## config.mk

```make
export PLATFORM = sky130hd
export DESIGN_NAME = onehot_seq_decoder_flat
export DESIGN_NICKNAME = d
export VERILOG_FILES = /design/src/rtl/onehot_seq_decoder_pkg.sv /design/src/rtl/onehot_seq_decoder_if.sv /design/src/rtl/onehot_seq_decoder_enc.sv /design/src/rtl/onehot_seq_decoder.sv /design/src/flat_wrapper.sv
export SDC_FILE = /design/constraint.sdc
export NUM_CORES = 1
export LEC_CHECK = 0
export BUFFER_PORTS_ARGS = -buffer_cell sky130_fd_sc_hd__clkbuf_2
export CAP_MARGIN = 10
export CORE_MARGIN = 3
export CORE_UTILIZATION = 40
export CTS_BUF_LIST = sky130_fd_sc_hd__clkbuf_8
export DETAILED_ROUTE_END_ITERATION = 7
export GPL_ROUTABILITY_DRIVEN = 0
export PLACE_DENSITY = 0.7
export SLEW_MARGIN = 10
export SYNTH_ARGS = -nofsm -noshare
export SYNTH_HDL_FRONTEND = slang
export SYNTH_HIERARCHICAL = 1
export SYNTH_SLANG_ARGS = --single-unit
```

## constraint.sdc

```tcl
create_clock -name clk -period 2.9 [get_ports clk]
set_clock_uncertainty 0.1 [all_clocks]
set_input_delay 0.145 -clock clk [delete_from_list [all_inputs] [get_ports clk]]
set_output_delay 0.145 -clock clk [all_outputs]
set_load 0.005 [all_outputs]
```

## src/rtl/onehot_seq_decoder_pkg.sv

```systemverilog
// Shared types and helpers for the one-hot sequencing decoder: mode encodings,
// FSM state type and a generic one-hot builder.
package onehot_seq_decoder_pkg;

  typedef enum logic [1:0] {
    MODE_DIRECT = 2'b00,
    MODE_RUN    = 2'b01,
    MODE_SHOT   = 2'b10,
    MODE_RSVD   = 2'b11
  } mode_e;

  typedef enum logic [1:0] {
    ST_IDLE,
    ST_DIRECT,
    ST_RUN,
    ST_SHOT
  } state_e;

  localparam int MAX_OUT = 256;

  // Callers size-cast the result down to their own NUM_OUT width.
  function automatic logic [MAX_OUT-1:0] onehot(input int idx, input int numOut);
    logic [MAX_OUT-1:0] vec;
    vec = '0;
    if (idx >= 0 && idx < numOut && idx < MAX_OUT) vec[idx[7:0]] = 1'b1;
    return vec;
  endfunction

endpackage

```

## src/rtl/onehot_seq_decoder_if.sv

```systemverilog
// Control and status bundle between a sequencer client (master) and the
// one-hot decoder (slave).
interface onehot_seq_decoder_if
  import onehot_seq_decoder_pkg::*;
#(
  parameter int SEL_W   = 3,
  parameter int NUM_OUT = 1 << SEL_W
);

  mode_e              mode;
  logic               en;
  logic               start;
  logic               load;
  logic [SEL_W-1:0]   sel;
  logic [NUM_OUT-1:0] out;
  logic [SEL_W-1:0]   idx;
  logic               busy;
  logic               wrap;
  logic               done;
  logic               err;

  modport master (
    output mode, en, start, load, sel,
    input  out, idx, busy, wrap, done, err
  );

  modport slave (
    input  mode, en, start, load, sel,
    output out, idx, busy, wrap, done, err
  );

endinterface

```

## src/rtl/onehot_seq_decoder_enc.sv

```systemverilog
// Combinational SEL_W -> NUM_OUT one-hot encoder with a range-valid flag;
// also used by the register-file write-select path.
module onehot_enc #(
  parameter int SEL_W   = 3,
  parameter int NUM_OUT = 1 << SEL_W
) (
  input  logic [SEL_W-1:0]   sel_i,
  output logic [NUM_OUT-1:0] dec_o,
  output logic               valid_o
);

  // Range check on SEL_W+1 bits so NUM_OUT == 2**SEL_W does not overflow.
  always_comb begin
    dec_o   = '0;
    valid_o = ({1'b0, sel_i} < (SEL_W+1)'(NUM_OUT));
    for (int i = 0; i < NUM_OUT; i++) begin
      dec_o[i] = (sel_i == SEL_W'(i));
    end
  end

endmodule

```

## src/rtl/onehot_seq_decoder.sv

```systemverilog
// Registered one-hot decoder with direct, free-running ring and one-shot sweep
// modes; drives timing phases, write selects and bus-enable strobes.
module onehot_seq_decoder
  import onehot_seq_decoder_pkg::*;
#(
  parameter int SEL_W      = 3,
  parameter int NUM_OUT    = 1 << SEL_W,
  parameter bit ACTIVE_LOW = 1'b0
) (
  input  logic                 clk,
  input  logic                 rst,
  onehot_seq_decoder_if.slave  bus
);

  state_e             state_q;
  logic [SEL_W-1:0]   idx_q;
  logic [NUM_OUT-1:0] hot_q;
  logic               busy_q;
  logic               wrap_q;
  logic               done_q;
  logic               err_q;

  logic [NUM_OUT-1:0] selHot;
  logic               selValid;
  logic               atLast;
  logic [SEL_W-1:0]   idx_d;
  logic [NUM_OUT-1:0] incHot;

  onehot_enc #(
    .SEL_W   (SEL_W),
    .NUM_OUT (NUM_OUT)
  ) u_enc (
    .sel_i   (bus.sel),
    .dec_o   (selHot),
    .valid_o (selValid)
  );

  // Ring wraps at NUM_OUT-1, not at the natural SEL_W rollover.
  always_comb begin
    atLast = ({1'b0, idx_q} == (SEL_W+1)'(NUM_OUT - 1));
    idx_d  = atLast ? '0 : idx_q + SEL_W'(1);
    incHot = NUM_OUT'(onehot(32'(idx_d), NUM_OUT));
  end

  always_ff @(posedge clk or posedge rst) begin
    if (rst) begin
      state_q <= ST_IDLE;
      idx_q   <= '0;
      hot_q   <= '0;
      busy_q  <= 1'b0;
      wrap_q  <= 1'b0;
      done_q  <= 1'b0;
      err_q   <= 1'b0;
    end else begin
      wrap_q <= 1'b0;
      done_q <= 1'b0;
      err_q  <= 1'b0;
      unique case (bus.mode)
        MODE_DIRECT: begin
          state_q <= ST_DIRECT;
          busy_q  <= 1'b0;
          if (bus.en) begin
            if (selValid) begin
              idx_q <= bus.sel;
              hot_q <= selHot;
            end else begin
              hot_q <= '0;
              err_q <= 1'b1;
            end
          end else if (state_q != ST_DIRECT) begin
            hot_q <= '0;
          end
        end
        MODE_RUN: begin
          state_q <= ST_RUN;
          busy_q  <= 1'b1;
          if (state_q != ST_RUN) begin
            idx_q <= '0;
            hot_q <= NUM_OUT'(1);
          end else if (bus.load) begin
            if (selValid) begin
              idx_q <= bus.sel;
              hot_q <= selHot;
            end else begin
              err_q <= 1'b1;
            end
          end else if (bus.en) begin
            idx_q  <= idx_d;
            hot_q  <= incHot;
            wrap_q <= atLast;
          end
        end
        MODE_SHOT: begin
          state_q <= ST_SHOT;
          // On entry, and after a finished sweep, wait idle for start.
          if (state_q != ST_SHOT) begin
            busy_q <= 1'b0;
            hot_q  <= '0;
          end else if (!busy_q) begin
            if (bus.start) begin
              idx_q  <= '0;
              hot_q  <= NUM_OUT'(1);
              busy_q <= 1'b1;
            end
          end else if (bus.load) begin
            if (selValid) begin
              idx_q <= bus.sel;
              hot_q <= selHot;
            end else begin
              err_q <= 1'b1;
            end
          end else if (bus.en) begin
            if (atLast) begin
              hot_q  <= '0;
              busy_q <= 1'b0;
              done_q <= 1'b1;
            end else begin
              idx_q <= idx_d;
              hot_q <= incHot;
            end
          end
        end
        MODE_RSVD: begin
          state_q <= ST_IDLE;
          busy_q  <= 1'b0;
          hot_q   <= '0;
          err_q   <= 1'b1;
        end
      endcase
    end
  end

  assign bus.out  = ACTIVE_LOW ? ~hot_q : hot_q;
  assign bus.idx  = idx_q;
  assign bus.busy = busy_q;
  assign bus.wrap = wrap_q;
  assign bus.done = done_q;
  assign bus.err  = err_q;

endmodule

```

## src/flat_wrapper.sv

```systemverilog
// flat-port wrapper written by rule: the top's interface ports become plain ports
module onehot_seq_decoder_flat import onehot_seq_decoder_pkg::*;
#(
  parameter int SEL_W      = 3,
  parameter int NUM_OUT    = 1 << SEL_W,
  parameter bit ACTIVE_LOW = 1'b0
)
  (clk, rst, bus_mode, bus_en, bus_start, bus_load, bus_sel, bus_out, bus_idx, bus_busy, bus_wrap, bus_done, bus_err);
  onehot_seq_decoder_if #(.SEL_W(SEL_W), .NUM_OUT(NUM_OUT)) bus_i ();
  input  logic clk;
  input  logic rst;
  input wire logic [$bits(bus_i.mode)-1:0] bus_mode;
  input wire logic [$bits(bus_i.en)-1:0] bus_en;
  input wire logic [$bits(bus_i.start)-1:0] bus_start;
  input wire logic [$bits(bus_i.load)-1:0] bus_load;
  input wire logic [$bits(bus_i.sel)-1:0] bus_sel;
  output wire logic [$bits(bus_i.out)-1:0] bus_out;
  output wire logic [$bits(bus_i.idx)-1:0] bus_idx;
  output wire logic [$bits(bus_i.busy)-1:0] bus_busy;
  output wire logic [$bits(bus_i.wrap)-1:0] bus_wrap;
  output wire logic [$bits(bus_i.done)-1:0] bus_done;
  output wire logic [$bits(bus_i.err)-1:0] bus_err;
  assign bus_i.mode = bus_mode;
  assign bus_i.en = bus_en;
  assign bus_i.start = bus_start;
  assign bus_i.load = bus_load;
  assign bus_i.sel = bus_sel;
  assign bus_out = bus_i.out;
  assign bus_idx = bus_i.idx;
  assign bus_busy = bus_i.busy;
  assign bus_wrap = bus_i.wrap;
  assign bus_done = bus_i.done;
  assign bus_err = bus_i.err;
  onehot_seq_decoder #(.SEL_W(SEL_W), .NUM_OUT(NUM_OUT), .ACTIVE_LOW(ACTIVE_LOW)) u_core (.clk(clk), .rst(rst), .bus(bus_i));
endmodule
```

==> impl_metrics.json <==
{
  "numCtsBuffers": 3,
  "die_area_sq_um": 4190,
  "ys_seq_elements": 17,
  "syn_inst": 147,
  "power_frac_seq": 0.407,
  "p_leak_nw": 0.723,
  "synth_ff_type": "dfrtp_1",
  "grt_pass1_vias": 1206,
  "worstSkewPairLatency_ns": 0.25,
  "fin_area_sq_um": 1550,
  "synthesis.nets": 164,
  "cp-end-kind": "register",
  "drt_pre_antenna_iters": 4,
  "power_mw": 0.727,
  "rr_worst_depth": 7,
  "final_common_cell": "clkbuf_2",
  "period_share": 0.796,
  "core_sq_um": 3180,
  "io_buffers": 24,
  "chipWidth_um": 64.7,
  "path_max_fanout": 7,
  "timing_worst_slew_pin_value_ns": 0.662,
  "synth_area_sq_um": 1380,
  "synth_top_area_cell": "dfrtp_1",
  "cpPeakStageDelay_ns": 0.45,
  "via_count": 1226,
  "clk_pin_slew_ns": 0.07,
  "layout.cells.non_filler": 211,
  "cts_buffer_depth": 2,
  "place_ws_ns": 0.664,
  "internal_power_mw": 0.466,
  "hold_path_class": "input pin to register",
  "ant_nets": 0,
  "grt_pass1_wl_um": 5520,
  "synth_edf_count": 0,
  "setup_tns_ns": 0,
  "syn_to_final_growth_pct": 12.7,
  "yosysSeqAreaShare": 0.309,
  "setup_slack_ns": 0.592,
  "crit_path_start_kind": "register",
  "final_cell_mix": "clkbuf_2 (24), dfrtp_1 (17), nor2_1 (13), a21oi_1 (13)",
  "relSlewSlack": 0.558,
  "clock-root-buffer": "clkbuf_8",
  "drv_slew": 0,
  "synth_area_leaders": "dfrtp_1 (31%), ha_1 (6.4%), mux2i_1 (5.1%)",
  "grt.total_usage": 0.165,
  "drc": 0,
  "fmax_ghz": 0.433,
  "crit_slowest_cell": "nor2_1",
  "combPwrFrac": 0.348,
  "cts_tree": "done",
  "post-place-cells": 206,
  "p_clk_frac": 0.245,
  "routed_wl_um": 3230,
  "cts_setup_buffers": 0,
  "setup_viol_count_final": 0,
  "switching_power_mw": 0.261,
  "fin_util": 0.489,
  "power_density_nw_per_um2": 468,
  "timing.hold.ws_ns": 0.116,
  "cts-resized-gates": 0,
  "reg2reg_slack_ns": 0.59,
  "holdPathEnd": "u_core/bus.busy",
  "fin_crit_ns": 2.31,
  "diodes": 0,
  "routedWlPerCell_um": 15.3,
  "ir_worst_vdd_mv": 0.311,
  "outcome": "complete, no violations",
  "layout-drive-gt1-share": 0.305,
  "rows": 20,
  "rsz0062_at_grt": "false",
  "ys_warn_count": 6,
  "hold_start": "bus_start",
  "layout.nets": 185,
  "drv_cap": 0,
  "clkSinkCount": 17,
  "cts_max_level": 1,
  "timing.rr.start": "u_core/bus.idx[0]",
  "synth_cell_types": 52,
  "vias_per_cell": 5.81,
  "synthArstFlopShare": 1.00,
  "antenna_found_initial": 0,
  "hold_violations": 0,
  "chipHeight_um": 64.7,
  "start_util": 0.434,
  "cp_cell_sequence": "ha_1 > ha_1 > nor2_1 > nor2_1 > a32o_1 > a32oi_1 > a21oi_2",
  "grt_overflow": 0,
  "drt_iter0_drc": 94,
  "grt_max_degree": 23,
  "dp_hpwl_um": 2310,
  "switching_share": 0.358,
  "synth_area_per_cell_sq_um": 9.38,
  "r2r_end": "u_core/bus.out[6]",
  "criticalPathCategory": "register to register",
  "ios": 25,
  "postCtsHoldBufs": 1,
  "synth_top_area_share": 0.309,
  "cp.arrival_ns": 2.34,
  "cp.required_ns": 2.93,
  "place_area_sq_um": 1500,
  "min_path_cells": 3
}
==> power groups by stage <==
| stage | sequential (mW) | combinational, mW | clock [mW] |
|---|---|---|---|
| 3_3_place_gp | 0.297 | 0.239 | 0 |
| 5_1_grt | 0.300 | 0.277 | 0.197 |
| 3_5_place_dp | 0.300 | 0.244 | 0 |
| 4_1_cts | 0.295 | 0.249 | 0.184 |
| 6_report | 0.296 | 0.253 | 0.178 |
| 2_1_floorplan | 0.293 | 0.179 | 0 |
==> synthesized netlist by cell type (all sizes together) (2+ instances only) <==
master / instances
nand2: 3
and3: 2
nand2b: 2
nand3: 4
nand3b: 2
dfrtp: 17
nor2: 17
buf: 8
a21oi: 16
ha: 7
a31oi: 4
a32oi: 5
and3b: 4
mux2: 6
mux2i: 7
a211oi: 5
inv: 6
nor3b: 4
o21ai: 3
nor2b: 2
==> per-layer routing <==
metal / part of all wire / wire length, um / up-vias / GRT usage
met1: 0.46 / 1470 / 585 / 0.208
met3: 0.053 / 171 / 8 / 0.0364
met5: 0 / 0 / - / 0
met4: 0.019 / 61 / 0 / 0.0554
met2: 0.47 / 1530 / 42 / 0.277
li1: - / - / 591 / -
==> flip-flops by register name (all words and copies together) (netlist names) <==
signal           cells
u_core/bus.out       8
u_core/bus.idx       3
u_core/state_q       2
u_core/bus.busy      1
u_core/bus.done      1
u_core/bus.err       1
u_core/bus.wrap      1
==> area by class of cell <==
cell class | instances | area, sq um
Multi-Input combinational cell | 115 | 876
Fill cell | 306 | 1620
Inverter | 6 | 22.5
Clock inverter | 1 | 3.75
Sequential cell | 17 | 425
Clock buffer | 3 | 41.3
Tap cell | 44 | 55.1
Timing Repair Buffer | 25 | 130
==> critical path, delay by kind of cell, from the launching register on <==
kind,cells,cell delay (ns)
compound gates,3,0.60
simple gates,2,0.56
fa+ha+maj,2,0.48
flops,1,0.44
==> kinds of logic (layout without fill, tap and decap cells) <==
group | Yosys count | in the layout | share of synthesized area
flops | 17 | 17 | 0.309
mux | 13 | 13 | 0.103
buf+inv | 15 | 35 | 0.0563
simple gates | 50 | 50 | 0.228
fa+ha+maj | 7 | 7 | 0.0635
other cells | 1 | 1 | 0.00272
compound gates | 44 | 44 | 0.239
==> worst max-delay path by stage <==
stage                     cells past startpoint                 to  slack (ns)         startpoint
after floorplan                               7  u_core/bus.idx[1]        0.82  u_core/bus.idx[0]
after CTS                                     7  u_core/bus.idx[2]        0.64  u_core/bus.idx[0]
after global placement                        7  u_core/bus.idx[1]        0.77  u_core/bus.idx[0]
after global routing                          7  u_core/bus.idx[2]        0.53  u_core/bus.idx[0]
final                                         7  u_core/bus.out[6]        0.59  u_core/bus.idx[0]
after detailed placement                      7  u_core/bus.idx[2]        0.66  u_core/bus.idx[0]
Power figures use the tool's default switching activity.
